[src/rtl/data_ram_arbiter.sv]
// Two-host arbiter in front of the single-port data RAM; out-of-window accesses get a local error.
// Latency: gnt in the request cycle, rvalid (RAM or error) exactly one cycle later.
// Backpressure: the losing host sees gnt=0 and holds its request; a grant is possible every cycle.
module data_ram_arbiter #(
    parameter int unsigned Depth     = 128,
    parameter logic [31:0] BaseAddr  = 32'h0010_0000,
    parameter bit          FixedPrio = 1'b0
) (
    input  logic        clk_i,
    input  logic        rst_ni,

    input  logic        h0_req_i,
    output logic        h0_gnt_o,
    input  logic        h0_we_i,
    input  logic [3:0]  h0_be_i,
    input  logic [31:0] h0_addr_i,
    input  logic [31:0] h0_wdata_i,
    output logic        h0_rvalid_o,
    output logic [31:0] h0_rdata_o,
    output logic        h0_err_o,

    input  logic        h1_req_i,
    output logic        h1_gnt_o,
    input  logic        h1_we_i,
    input  logic [3:0]  h1_be_i,
    input  logic [31:0] h1_addr_i,
    input  logic [31:0] h1_wdata_i,
    output logic        h1_rvalid_o,
    output logic [31:0] h1_rdata_o,
    output logic        h1_err_o,

    output logic        ram_req_o,
    output logic        ram_we_o,
    output logic [3:0]  ram_be_o,
    output logic [31:0] ram_addr_o,
    output logic [31:0] ram_wdata_o,
    input  logic        ram_rvalid_i,
    input  logic [31:0] ram_rdata_i
);

    localparam int unsigned Aw = $clog2(Depth);

    logic        both_req;
    logic        any_req;
    logic        win_h1;
    logic        sel_we;
    logic [3:0]  sel_be;
    logic [31:0] sel_addr;
    logic [31:0] sel_wdata;
    logic        sel_in_range;
    logic        fwd;
    logic        err_grant;

    logic        prio_q;
    logic        ram_pend_q;
    logic        rsp_host_q;
    logic        err_pend_q;
    logic        err_host_q;

    logic        ram_rsp;
    logic        ram_rsp_h0;
    logic        ram_rsp_h1;

    always_comb begin
        both_req = h0_req_i & h1_req_i;
        any_req  = h0_req_i | h1_req_i;
        // prio_q names the host that wins the next contended cycle
        if (both_req) begin
            win_h1 = FixedPrio ? 1'b0 : prio_q;
        end else begin
            win_h1 = h1_req_i;
        end

        sel_we    = win_h1 ? h1_we_i    : h0_we_i;
        sel_be    = win_h1 ? h1_be_i    : h0_be_i;
        sel_addr  = win_h1 ? h1_addr_i  : h0_addr_i;
        sel_wdata = win_h1 ? h1_wdata_i : h0_wdata_i;

        sel_in_range = (sel_addr[31:Aw+2] == BaseAddr[31:Aw+2]);
        fwd          = any_req & sel_in_range;
        err_grant    = any_req & ~sel_in_range;
    end

    assign h0_gnt_o = h0_req_i & ~win_h1;
    assign h1_gnt_o = h1_req_i &  win_h1;

    assign ram_req_o   = fwd;
    assign ram_we_o    = fwd & sel_we;
    assign ram_be_o    = fwd ? sel_be    : 4'b0000;
    assign ram_addr_o  = fwd ? sel_addr  : 32'h0;
    assign ram_wdata_o = fwd ? sel_wdata : 32'h0;

    always_ff @(posedge clk_i or negedge rst_ni) begin
        if (!rst_ni) begin
            prio_q     <= 1'b0;
            ram_pend_q <= 1'b0;
            rsp_host_q <= 1'b0;
            err_pend_q <= 1'b0;
            err_host_q <= 1'b0;
        end else begin
            ram_pend_q <= fwd;
            err_pend_q <= err_grant;
            if (fwd) begin
                rsp_host_q <= win_h1;
            end
            if (err_grant) begin
                err_host_q <= win_h1;
            end
            if (both_req) begin
                prio_q <= ~win_h1;
            end
        end
    end

    // A RAM rvalid with nothing outstanding (e.g. after reset) is dropped here
    assign ram_rsp    = ram_pend_q & ram_rvalid_i;
    assign ram_rsp_h0 = ram_rsp & ~rsp_host_q;
    assign ram_rsp_h1 = ram_rsp &  rsp_host_q;

    assign h0_rvalid_o = ram_rsp_h0 | (err_pend_q & ~err_host_q);
    assign h0_rdata_o  = ram_rsp_h0 ? ram_rdata_i : 32'h0;
    assign h0_err_o    = err_pend_q & ~err_host_q;

    assign h1_rvalid_o = ram_rsp_h1 | (err_pend_q & err_host_q);
    assign h1_rdata_o  = ram_rsp_h1 ? ram_rdata_i : 32'h0;
    assign h1_err_o    = err_pend_q & err_host_q;

endmodule

[config.mk]
export PLATFORM = sky130hd
export DESIGN_NAME = data_ram_arbiter
export DESIGN_NICKNAME = d
export VERILOG_FILES = /design/src/rtl/data_ram_arbiter.sv
export SDC_FILE = /design/constraint.sdc
export NUM_CORES = 1
export LEC_CHECK = 0
export ABC_AREA = 1
export CAP_MARGIN = 20
export CORE_AREA = 2 2 122 124
export DETAILED_ROUTE_END_ITERATION = 7
export DIE_AREA = 0 0 124 126
export HOLD_SLACK_MARGIN = 0.08
export MAX_ROUTING_LAYER = met4
export REMOVE_ABC_BUFFERS = 1
export SYNTH_ARGS = -nofsm -noshare
export SYNTH_HDL_FRONTEND = slang
export SYNTH_SLANG_ARGS = --single-unit
[constraint.sdc]
create_clock -name clk_i -period 3.4 [get_ports clk_i]
set_input_delay 0.85 -clock clk_i [delete_from_list [all_inputs] [get_ports clk_i]]
set_output_delay 0.85 -clock clk_i [all_outputs]
set_load 0.02 [all_outputs]
==> results of run 1 <==
## where the power goes
group	total, mW	internal [mW]	switching, mW
Sequential	0.0690	0.0642	0.00477
Combinational	0.667	0.361	0.306
Clock	0.190	0.155	0.0354
## worst paths after layout
check | startpoint | endpoint | slack [ps]
min in group asynchronous | rst_ni | prio_q$_DFFE_PN0N_ | 840
max in group asynchronous | rst_ni | ram_pend_q$_DFF_PN0_ | 2380
min reg2reg | rsp_host_q$_DFFE_PN0P_ | rsp_host_q$_DFFE_PN0P_ | 500
max reg2reg | prio_q$_DFFE_PN0N_ | err_host_q$_DFFE_PN0P_ | 380
min | rsp_host_q$_DFFE_PN0P_ | rsp_host_q$_DFFE_PN0P_ | 500
max | h0_req_i | ram_wdata_o[16] | -280
## logic make-up after synthesis
kind of cell | after synthesis
buffers and inverters | 165
DFF | 5
and+or+nand+nor | 391
other | 1
AOI/OAI and AO/OA | 10
## through the flow
| step | power (mW) | instances | utilization, % | setup TNS, ps |
|---|---|---|---|---|
| after global routing | 1.00 | 1094 | 47.2 | -12890 |
| after global placement | 0.612 | 1046 | 39.4 | -38510 |
| after detailed placement | 0.615 | 1046 | 39.4 | -40630 |
| after floorplan | 0.306 | 543 | - | -99250 |
| final | 0.927 | 1094 | 47.2 | -7050 |
| after CTS | 0.924 | 1091 | 46.4 | -5980 |
## synth_stat cells, drive strengths merged
master,count,area (sq um)
nand3b,1,7.51
conb,1,3.75
nand2,247,927
o21ai,9,48.8
dfrtp,5,125
inv,115,432
nand3,8,40.0
nor2,134,526
a21oi,1,8.76
buf,38,257
nand4,1,6.26
clkbuf,12,45.0
## flip-flops by register name, indices dropped and copies added, names as in the netlist
signal,count
rsp_host_q,1
err_host_q,1
prio_q,1
ram_pend_q,1
err_pend_q,1
## layer usage
metal | vias up | routed length (um)
met2 | 202 | 7330
met1 | 1815 | 5190
met3 | 8 | 944
li1 | 2238 | -
met5 | - | 0
met4 | 0 | 97
## worst reg2reg max path, cell delays in order (launching register included)
cell and delay [ps]:
dfrtp_1 410, inv_1 130, a21oi_4 100, buf_12 140, nand2_4 50, nand2_2 50
buf_4 130, buf_4 120, buf_4 120, buf_4 120, buf_4 120, buf_4 120
buf_4 130, buf_4 120, buf_6 100, buf_6 100, buf_4 120, buf_4 120
buf_4 120, inv_2 30, nor2_1 30, nand2_1 70, nor2_1 50, nand3_1 100
nand2_1 80, nand2_1 80, nand2_1 50
## timing repair
item	CTS	global route
endpoints found under the setup margin	49	50
setup buffers	30	10
pin swaps	10	16
resized for setup	381	38
cloned	11	0
## layout make-up
type                            count  area share, %
Clock buffer                        4           1.17
Inverter                          115           6.57
Multi-Input combinational cell    423           29.6
Sequential cell                     5           1.85
Tap cell                          184           3.41
Timing Repair Buffer              363           57.4
==> metrics, run 1 <==
status finished, violations left; failing checks negative setup slack; setup ws final -279 ps; post-synthesis register bit count 5; delay-heaviest family, CP buffers and inverters; root buf cell clkbuf_16; Max VDD drop ~0.13 mV; layout cells sized above 1 20.7%; Synth Area per Inst 4.24 sq um; Seq/Total Area, Yosys 5.16%; Rows 44; met1 usage a little under a fifth; Core ar. 0.0143 sq mm; Die X 124 um; Reg area approximately 130 sq um; Final Hold Fails 0; via count ~4300; antenna viol nets, final 0; total gr overflow 0; Levels on crit path 17; period utilization 108%; Die Area 0.0156 sq mm; Slew Limit Fails 0; met3 GRT Util 2.08%; Final Skew 0.525 ps; Setup CP Type input pin to primary output; critical-path maximum fanout 13; IO Count 315; worst-path cell chain buf_8, buf_6, a21oi_4, buf_12, buf_12, buf_16, nand2_1, nand2_1, nor2_1, nand3_1, nor2_2, nand3_4, buf_12, buf_16, buf_12, nor2_4, buf_6; met2 usage 32.8%; CP max stage delay 190 ps; final WL 13600 um; WHS Path Cells 2; CTS tree yes; DP Area around 0.0056 sq mm; Max Buffers Root-to-Sink 2; die height 126 um; drc violations 0; Clock Pin Slew Worst Setup and Hold Paths 30 ps; post-synthesis mux area share 0%; fin nets 1086; max cap viols 0; distinct cell type count after synthesis 19; pre-CTS setup slack -888 ps; Crit-path slowest cell nor2_2; RSZ-0062 raised after global routing yes; Final Wtd Congestion approximately 0.81; Critical Path Source Type input pin; Area Overhead vs Synth 179%; commonest non-fill, non-tap cell in the layout nand2_1; Ys Warns 0; vias in the first global route a little over 4000; Fin Hold WS 498 ps; cts hold-fix bufs 0; Buffers & Inverters on Critical Path 9; footprint of the multi-input gates approximately 0.0020 sq mm; CTS H-tree lvls 1; wire length per cell between 10 and 15 um; IO buf count 292; initial antenna violation count 0; Fill cells 1483; most frequent cell on the critical path buf_12; cell depth of the worst flop-to-flop path 26; fin area 0.00676 sq mm; Inserted Clock Buffers 3; Starting DRT DRC Count 118; Initial Util 16.9%; Sink Count 5; 1st-pass router iterations 4; first-pass GRT wire length 20200 um; clk_lat worst skew 220 ps; DP HPWL 9870 um; Setup Viol. Count Final 48; Arr. time, crit path ~2800 ps; Post-Synth XOR/XNOR Area 0%; CP required 2550 ps; synthesized-area fraction occupied by adder cells 0%; Synth Area in Simple Gates 62.1%; Leak 3.53 nW; CP endpoint kind primary output; Tmin final 3680 ps; Antenna Cells 0; Post-Synthesis Cells 572; combinational family with the most area after synthesis simple AND/OR/NAND/NOR gates; Hold Path Class flop to flop; largest net degree at the start of global routing 34; Mapped Area approximately 0.0024 sq mm; Pwr per Cell Area 137 mW/mm^2; most frequent cells in the layout 240 x nand2_1, 239 x clkdlybuf4s50_1, 110 x inv_1, 86 x nor2_1, 52 x buf_6; Max Clock Freq 0.272 GHz; gr busiest metal met2; All-Layer GR Usage 16.9%; Synth Area in Compound Gates 2.37%; via density per instance 3.90
No activity file was read; power rests on OpenSTA's default activity.
==> run 2: changes to the inputs <==
--- a/config.mk
+++ b/config.mk
@@ -6,12 +6,14 @@
 export NUM_CORES = 1
 export LEC_CHECK = 0
 export ABC_AREA = 1
-export CAP_MARGIN = 20
-export CORE_AREA = 2 2 122 124
+export CELL_PAD_IN_SITES_DETAIL_PLACEMENT = 0
+export CELL_PAD_IN_SITES_GLOBAL_PLACEMENT = 2
+export CORE_MARGIN = 2
+export CORE_UTILIZATION = 10
 export DETAILED_ROUTE_END_ITERATION = 7
-export DIE_AREA = 0 0 124 126
 export HOLD_SLACK_MARGIN = 0.08
 export MAX_ROUTING_LAYER = met4
+export PLACE_DENSITY_LB_ADDON = 0.1
 export REMOVE_ABC_BUFFERS = 1
 export SYNTH_ARGS = -nofsm -noshare
 export SYNTH_HDL_FRONTEND = slang
==> constraint.sdc (replaced) <==
create_clock -name clk_i -period 3.2 [get_ports clk_i]
set_input_delay 0.8 -clock clk_i [delete_from_list [all_inputs] [get_ports clk_i]]
set_output_delay 0.8 -clock clk_i [all_outputs]
set_load 0.02 [all_outputs]
==> run 2 against run 1 <==
Against the previous run:
- the run still ends with negative setup slack left
- critical path depth down 1
- worst hold slack worse by 8.7 ps
- first-iteration DRC count down 6.8%
- final cell count up 13%
- setup slack better by 52 ps
- global-route usage down 5.5 points
- register-to-register slack worse by 40 ps
- sequential power up 5.8%
- power up 8.1%
- clock skew about the same
- largest cell class unchanged
- highest routed layer unchanged
==> metrics, run 2 (same netlist as run 1, synthesis figures left out) <==
cell depth of the worst flop-to-flop path 23 (-12%); drc violations 0 (unchanged); total gr overflow 0 (unchanged); final WL 15200 um (+12%); fin cells 1235 (+13%); IO Count 315 (unchanged); via density per instance 3.44 (-12%); Sink Count 5 (unchanged); gr busiest metal met2; met3 GRT Util 3.97% (+1.9 points); Fin Hold WS 489 ps (-8.67 ps); Leak 3.89 nW (+10%); Die X 160 um (+29%); layout cells sized above 1 23.8% (+3.2 points); Final Skew 0.0758 ps (-0.449 ps); Inserted Clock Buffers 3 (unchanged); CP endpoint kind primary output; first-pass GRT wire length 22600 um (+12%); CP required 2400 ps (-150 ps); Starting DRT DRC Count 110 (-6.8%); DP HPWL 11800 um (+20%); met2 usage 20.6% (-12 points); Critical Path Source Type input pin; status finished, violations left; Rows 57 (+30%); antenna viol nets, final 0 (unchanged); die height 160 um (+27%); worst reg2reg startpoint prio_q$_DFFE_PN0N_; WHS Path Cells 2 (unchanged); Core ar. 0.0240 sq mm (+68%); setup ws final -227 ps (+51.5 ps); Final Wtd Congestion 0.804 (-0.41%); Fin Setup TNS -8330 ps (-1280 ps); r2r setup slk 340 ps (-40 ps); commonest non-fill, non-tap cell in the layout nand2_1; wire length per cell 12.3 um (-0.85%); Max Buffers Root-to-Sink 2 (unchanged); All-Layer GR Usage 11.4% (-5.5 points); r2r endpoint err_host_q$_DFFE_PN0P_; Setup CP Type input pin to primary output; fin nets 1087 (+0.092%); Max VDD drop 0.126 mV (-1.8%); Clock Pin Slew Worst Setup and Hold Paths 30 ps (about the same); 1st-pass router iterations 4 (unchanged); Tmin final about 3400 ps; met1 usage 12.4% (-6.1 points); Area Overhead vs Synth 184%; Fill cells 2734 (+84%); largest net degree at the start of global routing 40 (+18%); Arr. time, crit path 2630 ps (-200 ps); Max Clock Freq just under 0.3 GHz; Initial Util 10.1% (-6.9 points); clk_lat worst skew 230 ps (about the same); Antenna Cells 0 (unchanged); Setup Viol. Count Final 48 (unchanged); CTS tree yes; period utilization 107%; failing checks negative setup slack; Die Area 0.0255 sq mm (+63%); vias in the first global route 4341 (+4.8%); Pwr per Cell Area 145 mW/mm^2 (+6.1%); Hold Path End rsp_host_q$_DFFE_PN0P_; Final Hold Fails 0 (unchanged); Slew Limit Fails 0 (unchanged); via count 4250 (-0.30%); Final Power 1.00 mW (+8.1%); root buf cell clkbuf_16; most frequent cells in the layout 221 x nand2_1, 200 x clkdlybuf4s50_1, 111 x inv_1, 79 x nor2_1, 55 x buf_4; RSZ-0062 raised after global routing yes; critical-path maximum fanout 12 (-1); final core occ 28.7% (-19 points); IO buf count 292 (unchanged); Hold Path Class flop to flop; Post-Place Cells 1197 (+14%); initial antenna violation count 0 (unchanged); max cap viols 0 (unchanged); hold_sp rsp_host_q$_DFFE_PN0P_; CTS H-tree lvls 1 (unchanged)
[run 2: timing repair]
action | in CTS | in global routing
pin swaps | 14 | 16
hold buffers | 0 | 0
setup endpoints to repair | 73 | 67
gates cloned | 5 | 2
gates resized for setup | 369 | 104
setup buffers | 25 | 9
[run 2: how the worst max path moves through the flow]
stage	startpoint	to	slack, ps	depth (start not counted)
3_5_place_dp	h1_req_i	ram_wdata_o[7]	-1150	14
6_report	h0_req_i	ram_wdata_o[16]	-230	16
3_3_place_gp	h1_req_i	ram_addr_o[3]	-1080	14
4_1_cts	h0_req_i	ram_wdata_o[2]	-290	16
2_1_floorplan	h1_req_i	ram_addr_o[0]	-2140	10
5_1_grt	h0_req_i	ram_addr_o[6]	-350	16
[run 2: final cells by class]
| class | count | area (sq um) | area share (%) |
|---|---|---|---|
| Sequential cell | 5 | 125 | 1.82 |
| Timing Repair Buffer | 364 | 3750 | 54.5 |
| Tap cell | 324 | 405 | 5.89 |
| Clock buffer | 4 | 78.8 | 1.14 |
| Inverter | 115 | 434 | 6.30 |
| Multi-Input combinational cell | 423 | 2090 | 30.3 |
[run 2: power breakdown]
group,switching [mW],internal [mW]
Sequential,0.00474,0.0682
Combinational,0.339,0.384
Clock,0.0401,0.165
Total,0.384,0.618
[run 2: per-stage QoR]
step | area [sq um] | worst slack [ps]
3_5_place_dp | 5890 | -1150
6_report | 6890 | -227
4_1_cts | 6520 | -288
2_1_floorplan | 2200 | -2140
5_1_grt | 6890 | -346
3_3_place_gp | 5890 | -1080
[run 2: layer usage]
metal | share of wire (%) | vias up
li1 | - | 2230
met1 | 40 | 1800
met2 | 49 | 216
met3 | 10 | 4
met4 | 0.56 | 0
met5 | 0 | -
[run 2: worst max-delay path, cell delays in order]
cell and delay [ps]:
buf_8 100, buf_6 110, a21oi_4 170, buf_6 150
buf_16 130, nand2_4 40, nand2_2 60, nand2_2 50
nor2_2 110, nand2_2 70, nor2_4 130, nand3_4 140
buf_6 170, buf_12 150, nor2_2 80, buf_4 140
==> run 3: changes to the inputs <==
--- a/config.mk
+++ b/config.mk
@@ -10,6 +10,7 @@
 export CELL_PAD_IN_SITES_GLOBAL_PLACEMENT = 2
 export CORE_MARGIN = 2
 export CORE_UTILIZATION = 10
+export CTS_CLUSTER_SIZE = 10
 export DETAILED_ROUTE_END_ITERATION = 7
 export HOLD_SLACK_MARGIN = 0.08
 export MAX_ROUTING_LAYER = met4
==> results of run 3 <==
Same layout as run 2: the final DEF is identical, and so are final timing and power.
